$ cat src/rtl/mem_access_stage.sv
// MEM stage of the RV32I pipeline: loads and stores over a req/ack data bus.
// Handles lane steering, extension, alignment checks and bus timeout, and stalls while busy.
module mem_access_stage #(
    parameter int unsigned TIMEOUT_CYCLES = 64
) (
    input  logic        clk,
    input  logic        rst,
    input  logic [4:0]  ex_reg_waddr,
    input  logic        ex_we,
    input  logic [31:0] ex_reg_wdata,
    input  logic        ex_is_load,
    input  logic        ex_is_store,
    input  logic [2:0]  ex_funct3,
    input  logic [31:0] ex_store_data,
    input  logic [5:0]  stall,
    output logic [4:0]  mem_reg_waddr,
    output logic        mem_we,
    output logic [31:0] mem_reg_wdata,
    output logic [1:0]  mem_exc,
    output logic        stallreq,
    output logic        dbus_req,
    output logic        dbus_we,
    output logic [31:0] dbus_addr,
    output logic [3:0]  dbus_be,
    output logic [31:0] dbus_wdata,
    input  logic [31:0] dbus_rdata,
    input  logic        dbus_ack
);

    localparam int unsigned CntW = (TIMEOUT_CYCLES > 1) ? $clog2(TIMEOUT_CYCLES + 1) : 1;
    localparam logic [CntW-1:0] TimeoutLast = CntW'(TIMEOUT_CYCLES - 1);

    typedef enum logic [1:0] {StIdle, StWait, StDone} state_e;

    state_e          state_q, state_d;
    logic [CntW-1:0] cnt_q;
    logic [31:0]     rdata_q;
    logic [1:0]      exc_q;

    logic            memop, illegal, misaligned, start, timeout_hit;
    logic [1:0]      a;
    logic [3:0]      lane_be;
    logic [31:0]     lane_wdata;
    logic [7:0]      byte_sel;
    logic [15:0]     half_sel;
    logic [31:0]     load_data;
    logic            unused_stall;

    assign unused_stall = ^{stall[5], stall[3:0]};

    assign memop = ex_is_load | ex_is_store;
    assign a     = ex_reg_wdata[1:0];

    always_comb begin
        illegal = 1'b0;
        unique case (ex_funct3)
            3'b000, 3'b001, 3'b010: illegal = 1'b0;
            3'b100, 3'b101:         illegal = ex_is_store;
            default:                illegal = 1'b1;
        endcase
        illegal    = memop & illegal;
        misaligned = memop & ~illegal &
                     (((ex_funct3[1:0] == 2'b01) & a[0]) |
                      ((ex_funct3 == 3'b010) & (a != 2'b00)));
    end

    assign start       = (state_q == StIdle) & memop & ~illegal & ~misaligned;
    assign timeout_hit = (TIMEOUT_CYCLES != 0) && (cnt_q == TimeoutLast);

    always_comb begin
        lane_be    = 4'b1111;
        lane_wdata = ex_store_data;
        unique case (ex_funct3[1:0])
            2'b00: begin
                lane_be    = 4'b0001 << a;
                lane_wdata = {4{ex_store_data[7:0]}};
            end
            2'b01: begin
                lane_be    = a[1] ? 4'b1100 : 4'b0011;
                lane_wdata = {2{ex_store_data[15:0]}};
            end
            default: ;
        endcase
    end

    always_ff @(posedge clk) begin
        if (rst) begin
            state_q <= StIdle;
        end else begin
            state_q <= state_d;
        end
    end

    always_comb begin
        state_d = state_q;
        unique case (state_q)
            StIdle:  if (start) state_d = StWait;
            StWait:  if (dbus_ack || timeout_hit) state_d = StDone;
            StDone:  if (!stall[4]) state_d = StIdle;
            default: state_d = StIdle;
        endcase
    end

    // Bus fields stay frozen for the whole WAIT; only req drops when the access ends.
    always_ff @(posedge clk) begin
        if (rst) begin
            dbus_req   <= 1'b0;
            dbus_we    <= 1'b0;
            dbus_addr  <= 32'h0;
            dbus_be    <= 4'h0;
            dbus_wdata <= 32'h0;
            rdata_q    <= 32'h0;
            cnt_q      <= '0;
            exc_q      <= 2'b00;
        end else begin
            unique case (state_q)
                StIdle: begin
                    if (start) begin
                        dbus_req   <= 1'b1;
                        dbus_we    <= ex_is_store;
                        dbus_addr  <= {ex_reg_wdata[31:2], 2'b00};
                        dbus_be    <= lane_be;
                        dbus_wdata <= lane_wdata;
                        cnt_q      <= '0;
                        exc_q      <= 2'b00;
                    end
                end
                StWait: begin
                    if (dbus_ack) begin
                        dbus_req <= 1'b0;
                        rdata_q  <= dbus_rdata;
                    end else if (timeout_hit) begin
                        dbus_req <= 1'b0;
                        exc_q    <= 2'b10;
                    end else begin
                        cnt_q <= cnt_q + 1'b1;
                    end
                end
                default: ;
            endcase
        end
    end

    assign byte_sel = rdata_q[{a, 3'b000} +: 8];
    assign half_sel = a[1] ? rdata_q[31:16] : rdata_q[15:0];

    always_comb begin
        unique case (ex_funct3)
            3'b000:  load_data = {{24{byte_sel[7]}}, byte_sel};
            3'b001:  load_data = {{16{half_sel[15]}}, half_sel};
            3'b100:  load_data = {24'h0, byte_sel};
            3'b101:  load_data = {16'h0, half_sel};
            default: load_data = rdata_q;
        endcase
    end

    always_comb begin
        mem_reg_waddr = ex_reg_waddr;
        mem_reg_wdata = ex_reg_wdata;
        mem_we        = 1'b0;
        mem_exc       = 2'b00;
        stallreq      = 1'b0;
        if (!rst) begin
            unique case (state_q)
                StIdle: begin
                    if (!memop)          mem_we   = ex_we;
                    else if (illegal)    mem_exc  = 2'b11;
                    else if (misaligned) mem_exc  = 2'b01;
                    else                 stallreq = 1'b1;
                end
                StWait: stallreq = 1'b1;
                StDone: begin
                    mem_exc = exc_q;
                    mem_we  = (exc_q == 2'b10) ? 1'b0 : ex_we;
                    if (ex_is_load) mem_reg_wdata = load_data;
                end
                default: ;
            endcase
        end
    end

endmodule

$ cat config.mk
export PLATFORM = sky130hd
export DESIGN_NAME = mem_access_stage
export DESIGN_NICKNAME = d
export VERILOG_FILES = /design/src/rtl/mem_access_stage.sv
export SDC_FILE = /design/constraint.sdc
export NUM_CORES = 1
export LEC_CHECK = 0
export BUFFER_PORTS_ARGS = -buffer_cell sky130_fd_sc_hd__buf_2
export CAP_MARGIN = 20
export CORE_ASPECT_RATIO = 1.25
export CORE_MARGIN = 2
export CORE_UTILIZATION = 48
export CTS_CLUSTER_SIZE = 28
export DETAILED_ROUTE_END_ITERATION = 6
export PLACE_DENSITY = 0.85
export SETUP_SLACK_MARGIN = 0.3
export SYNTH_ARGS = -nofsm -noshare
export SYNTH_HDL_FRONTEND = slang
export SYNTH_SLANG_ARGS = --single-unit
$ cat constraint.sdc
create_clock -name clk -period 3.5 [get_ports clk]
set_input_delay 0.7 -clock clk [delete_from_list [all_inputs] [get_ports clk]]
set_output_delay 0.7 -clock clk [all_outputs]
set_load 0.02 [all_outputs]
# == Word-level counts from Yosys, hierarchy flattened ==
# Index checks and enable logic that the tools add are counted.
# word_totals
ff_bits,111
input_bits,116
out_inout_bits,111
elab_cells,93
# classes
shifts,2
eq_ne,16
mux,39
n_reduce_logical,14
bitwise,12
n_addsub,1
# ops
op,n
$pmux 32 s4,1
$mux 32,3
$pmux 32 s2,1
$shiftx 32x6->8,1
$mux 7,3
$mux 2,9
$mux 16,1
$pmux 7 s2,1
$ne 2x2->1 const B,6
$mux 1,11
$and 1x1->1,8
$pmux 1 s2,4
$pmux 2 s2,2
$pmux 4 s2,1
$reduce_and 4->1,2
$add 7x1->7 const B,1
$eq 7x6->1 const B,1
$eq 3x3->1 const B,2
$pmux 2 s3,1
$reduce_and 3->1,2
$eq 2x1->1 const B,2
$eq 2x2->1 const B,2
$logic_not 2->1,2
$mux 4,1
12 further kinds,16

# == Longest topological paths before layout ==
# depth
ltp_word,12
ltp_mapped,7
ltp_nobuf,5

# == Worst setup path before layout ==
# OpenSTA, ideal clock, no wires.
# synth_timing
path_kind,input -> output
start,input ex_reg_wdata[1]
end,output stallreq
cell_stages,6
n_path_buf,2
required_time_ps,2800
path_slack_ps,99
arrival_time_ps,2701
cell_sequence,buf_2 -> or4_1 -> a2111oi_4 -> buf_2 -> nor2_1 -> nor3_1
# synth_between
elab_chain_len,9
# synth_rtl
element,line_no,text
"start, declared",10,"input logic [31:0] ex_reg_wdata,"
$reduce_bool 2->1,64,((ex_funct3 == 3'b010) & (a != 2'b00)));
$and 1x1->1,64,
$or 1x1->1,63,(((ex_funct3[1:0] == 2'b01) & a[0]) |
$and 1x1->1,62,misaligned = memop & ~illegal &
$mux 1,168,else if (misaligned) mem_exc = 2'b01;
$mux 1,167,else if (illegal) mem_exc = 2'b11;
$mux 1,166,if (!memop) mem_we = ex_we;
$pmux 1 s2,164,unique case (state_q)
$mux 1,163,if (!rst) begin
"end, declared",20,"output logic stallreq,"
# Every way passes these cells.

# == Final worst setup path ==
# layout_timing
start,input ex_reg_wdata[0]
end,output mem_reg_wdata[5]
# layout_between
elab_chain_len,5
# layout_rtl
element,line_no,text
$shiftx 32x6->8,144,"assign byte_sel = rdata_q[{a, 3'b000} +: 8];"
$pmux 32 s4,148,unique case (ex_funct3)
$mux 32,175,if (ex_is_load) mem_reg_wdata = load_data;
$mux 32,164,
$mux 32,163,
"end, declared",18,"output logic [31:0] mem_reg_wdata,"
# Every way passes these cells.

==> results.yml <==
die:
  ioPinCount: 227
  die-height_um: 120
  die_x_um: 96.9
  fp-row-count: 42
  core_region_area_um2: 10600
  floorplan.die_area_um2: 11600
  floorplan.initialDensity_pct: 49.0
final_layout:
  final_cell_count_no_fill: 1004
  layout-drive-gt1-share_pct: 28.8
  syn2layout_area_growth_pct: 27.4
  post-route-util_pct: 62.5
  layout.nets: 984
  n_antenna_cell: 0
logic_synthesis:
  synth.top_cell.area_share_pct: 42.5
  yosys_warnings: 0
  synth.cells.most_frequent: "sky130_fd_sc_hd__nand2_1 (193), sky130_fd_sc_hd__dfxtp_1 (110), sky130_fd_sc_hd__a21oi_1 (99), sky130_fd_sc_hd__nor2_1 (46), sky130_fd_sc_hd__clkbuf_1 (45)"
  synth_flop_cell: "sky130_fd_sc_hd__dfxtp_1"
  synth.cell_area_um2: 5180
  synth_largest_area_cell: "sky130_fd_sc_hd__dfxtp_1"
  yosysUniqueCellTypes: 48
  ys_seq_elements: 110
  seq_area_frac_synth_pct: 42.5
  postSynthCellCount: 692
  synthTopCellsByArea: "sky130_fd_sc_hd__dfxtp_1 (43%), sky130_fd_sc_hd__nand2_1 (14%), sky130_fd_sc_hd__a21oi_1 (9.6%)"
  synthMostInstantiatedCell: "sky130_fd_sc_hd__nand2_1"
  async_reset_ff_share_pct: 0
  synth-edff-count: 0
  syn_avg_cell_area_um2: 7.49
clock_tree:
  clkSinkCount: 110
  cts.htree.levels: 3
  count_of_hold_buffers_inserted_by_post_cts_repair: 0
  cts_made_buffers: 9
  cts.reportedPaths.clkPinSlew_ns: 0.07
  max-clock-path-buffers: 2
  tritoncts: "built"
  clk_latency_ns: 0.34
  ctsRootBufferMaster: "sky130_fd_sc_hd__clkbuf_16"
placed_design:
  place_inst: 986
  post-dp-hpwl_um: 12100
  globalplace.congestion: 0.960
  buffer_ports.inserted: 209
  placement.setup.worst_slack_ns: 0.137
timing:
  grt_setup_unrepaired: "no"
  final_hold_viol_count: 0
  worst_slack_ns: 0.379
  worst_clk_skew_ns: 0.00466
  final-setup-viol-count: 0
  slew_viol_final: 0
  finalSetupTns_ns: 0
  finalCriticalPeriod_ns: 3.12
  max_clock_freq_mhz: 320
  final_min_period_over_clock_period_pct: 89.2
  worstMarginPinSlew_ns: 0.871
  relSlewSlack_pct: 41.9
worst_setup_path:
  reg2reg_to: "cnt_q[5]"
  flop2flop_setup_slack_ns: 1.21
  crit_path_start_kind: "input pin"
  cp_data_required_time_ns: 2.80
  critical_path.startpoint: "ex_reg_wdata[0]"
  worst-setup-path-type: "in -> out"
  endpoint_kind: "primary output"
  worst_r2r_startpoint: "state_q[0]"
  critPathCapture: "mem_reg_wdata[5]"
  path_cells: "buf_2 > buf_4 > nor2b_1 > buf_4 > o21ai_0 > a311oi_1 > o21ai_0 > buf_2"
  worst-path-max-fanout: 7
  worst_path_largest_cell_delay_ns: 0.48
  worst_reg_to_reg_path_cell_count: 4
  cp_slowest_cell: "sky130_fd_sc_hd__o21ai_0"
  critPathArrivalTime_ns: 2.42
global_route:
  antenna_found_initial: 0
  first_global_vias: 5261
  global_route.usage.total_pct: 27.6
  maximum_number_of_pins_on_one_net_before_global_route_repair: 88
  grt_pass1_wl_um: 25800
  globalRouteOverflowTotal: 0
pwr:
  powerDensity_nw_per_um2: 464
  cellLeakagePower_nw: 2.89
  total_power_mw: 3.06
  vdd_drop_max_mv: 0.315
status:
  status: "finished, final reports clean"
route:
  wire_per_inst_um: 16.4
  routed_via_density: 5.66
  detailedRoute.firstIterationViolations: 382
  via_count: 5685
  dr.pass1.iters: 5
  detail_route.drc_violations: 0
  route.antenna.remaining_nets: 0
  drt_wl_total_um: 16400
worst_hold_path:
  hold_path_class: "reg -> reg"
flow_run:
  drv_cap: 0
## per-stage QoR
step	instance area (um2)	hold slack, ns
final	6600	0.452
after global routing	6600	0.475
after CTS	6560	0.449
after detailed placement	6260	0.435
after global placement	6260	0.414
after floorplan	5190	0.403
## metal layers
metal / up-vias / routed length (um) / part of all wire, % / GRT usage [%]
li1: 2747 / - / - / -
met1: 2606 / 6250 / 38 / 32.1
met2: 289 / 8220 / 50 / 48.3
met3: 43 / 1230 / 7.5 / 4.89
met4: 0 / 746 / 4.5 / 14.7
met5: - / 0 / 0 / 0
## flip-flops by register name (all words and copies together), names as in the netlist
signal,cells
dbus_req,1
state_q,2
dbus_we,1
rdata_q,32
dbus_wdata,32
exc_q,1
dbus_be,4
dbus_addr,30
cnt_q,7
## final cells by class
type | instances | area (um2)
multi-input cells | 513 | 2700
repair buffers | 227 | 1220
flip-flops and latches | 110 | 2200
clock buffers | 9 | 225
clock inverters | 7 | 72.6
fillers | 968 | 3960
inverters | 6 | 22.5
well taps | 132 | 165
## cell families after synthesis
logic type	count (synthesis)	synth area share [%]
mux	21	4.30
fa+ha+maj	1	0.242
other cells	1	0.0724
flops	110	42.5
simple gates	298	23.7
buf+inv	70	6.18
compound gates	188	22.4
xor+xnor	3	0.507
## critical path: cells and delay by family
| family | cells | cell delay [ns] |
|---|---|---|
| compound gates | 3 | 0.93 |
| buf+inv | 4 | 0.65 |
| simple gates | 1 | 0.13 |
## power by group
part	switching, mW	leakage (nW)	total [mW]	internal [mW]
combinational	0.416	1.85	0.645	0.229
clock	0.471	0.142	1.03	0.558
sequential	0.0528	0.896	1.39	1.33
total	0.940	2.89	3.06	2.12
## worst min-delay path by stage
stage / startpoint / slack, ns / cells past startpoint / to
CTS: cnt_q[6] / 0.45 / 2 / cnt_q[6]
detailed placement: cnt_q[6] / 0.43 / 2 / cnt_q[6]
global placement: cnt_q[6] / 0.41 / 2 / cnt_q[6]
global route: dbus_addr[8] / 0.47 / 2 / dbus_addr[8]
floorplan: cnt_q[6] / 0.40 / 2 / cnt_q[6]
finish: cnt_q[6] / 0.45 / 2 / cnt_q[6]
## repair_timing
action                                  in CTS  in global routing
endpoints found under the setup margin      16                 18
buffers inserted                             0                  1
gates resized for setup                      1                  2
pin swaps                                    0                  0
## cell usage in the layout, fill, tap and decap left out, types with 2 or more instances in the layout
cell	instances
sky130_fd_sc_hd__buf_2	208
sky130_fd_sc_hd__nand2_1	193
sky130_fd_sc_hd__dfxtp_1	110
sky130_fd_sc_hd__a21oi_1	98
sky130_fd_sc_hd__nor2_1	45
sky130_fd_sc_hd__nand3_1	35
sky130_fd_sc_hd__o21ai_0	23
sky130_fd_sc_hd__mux2i_1	20
sky130_fd_sc_hd__buf_4	17
sky130_fd_sc_hd__a311oi_1	16
sky130_fd_sc_hd__a211oi_1	11
sky130_fd_sc_hd__o211ai_1	10
sky130_fd_sc_hd__clkbuf_16	9
sky130_fd_sc_hd__a221oi_1	8
sky130_fd_sc_hd__nor3_1	6
sky130_fd_sc_hd__inv_1	5
sky130_fd_sc_hd__a22o_1	5
sky130_fd_sc_hd__and3_1	3
sky130_fd_sc_hd__nor2b_1	3
sky130_fd_sc_hd__xor2_1	3
sky130_fd_sc_hd__o21ai_1	2
sky130_fd_sc_hd__o22ai_1	2
sky130_fd_sc_hd__nand2b_1	2
sky130_fd_sc_hd__or4_1	2
sky130_fd_sc_hd__conb_1	2
sky130_fd_sc_hd__clkinv_2	2
sky130_fd_sc_hd__clkinvlp_4	2
sky130_fd_sc_hd__inv_6	2
Note: power is estimated with default switching activity, not from simulation.
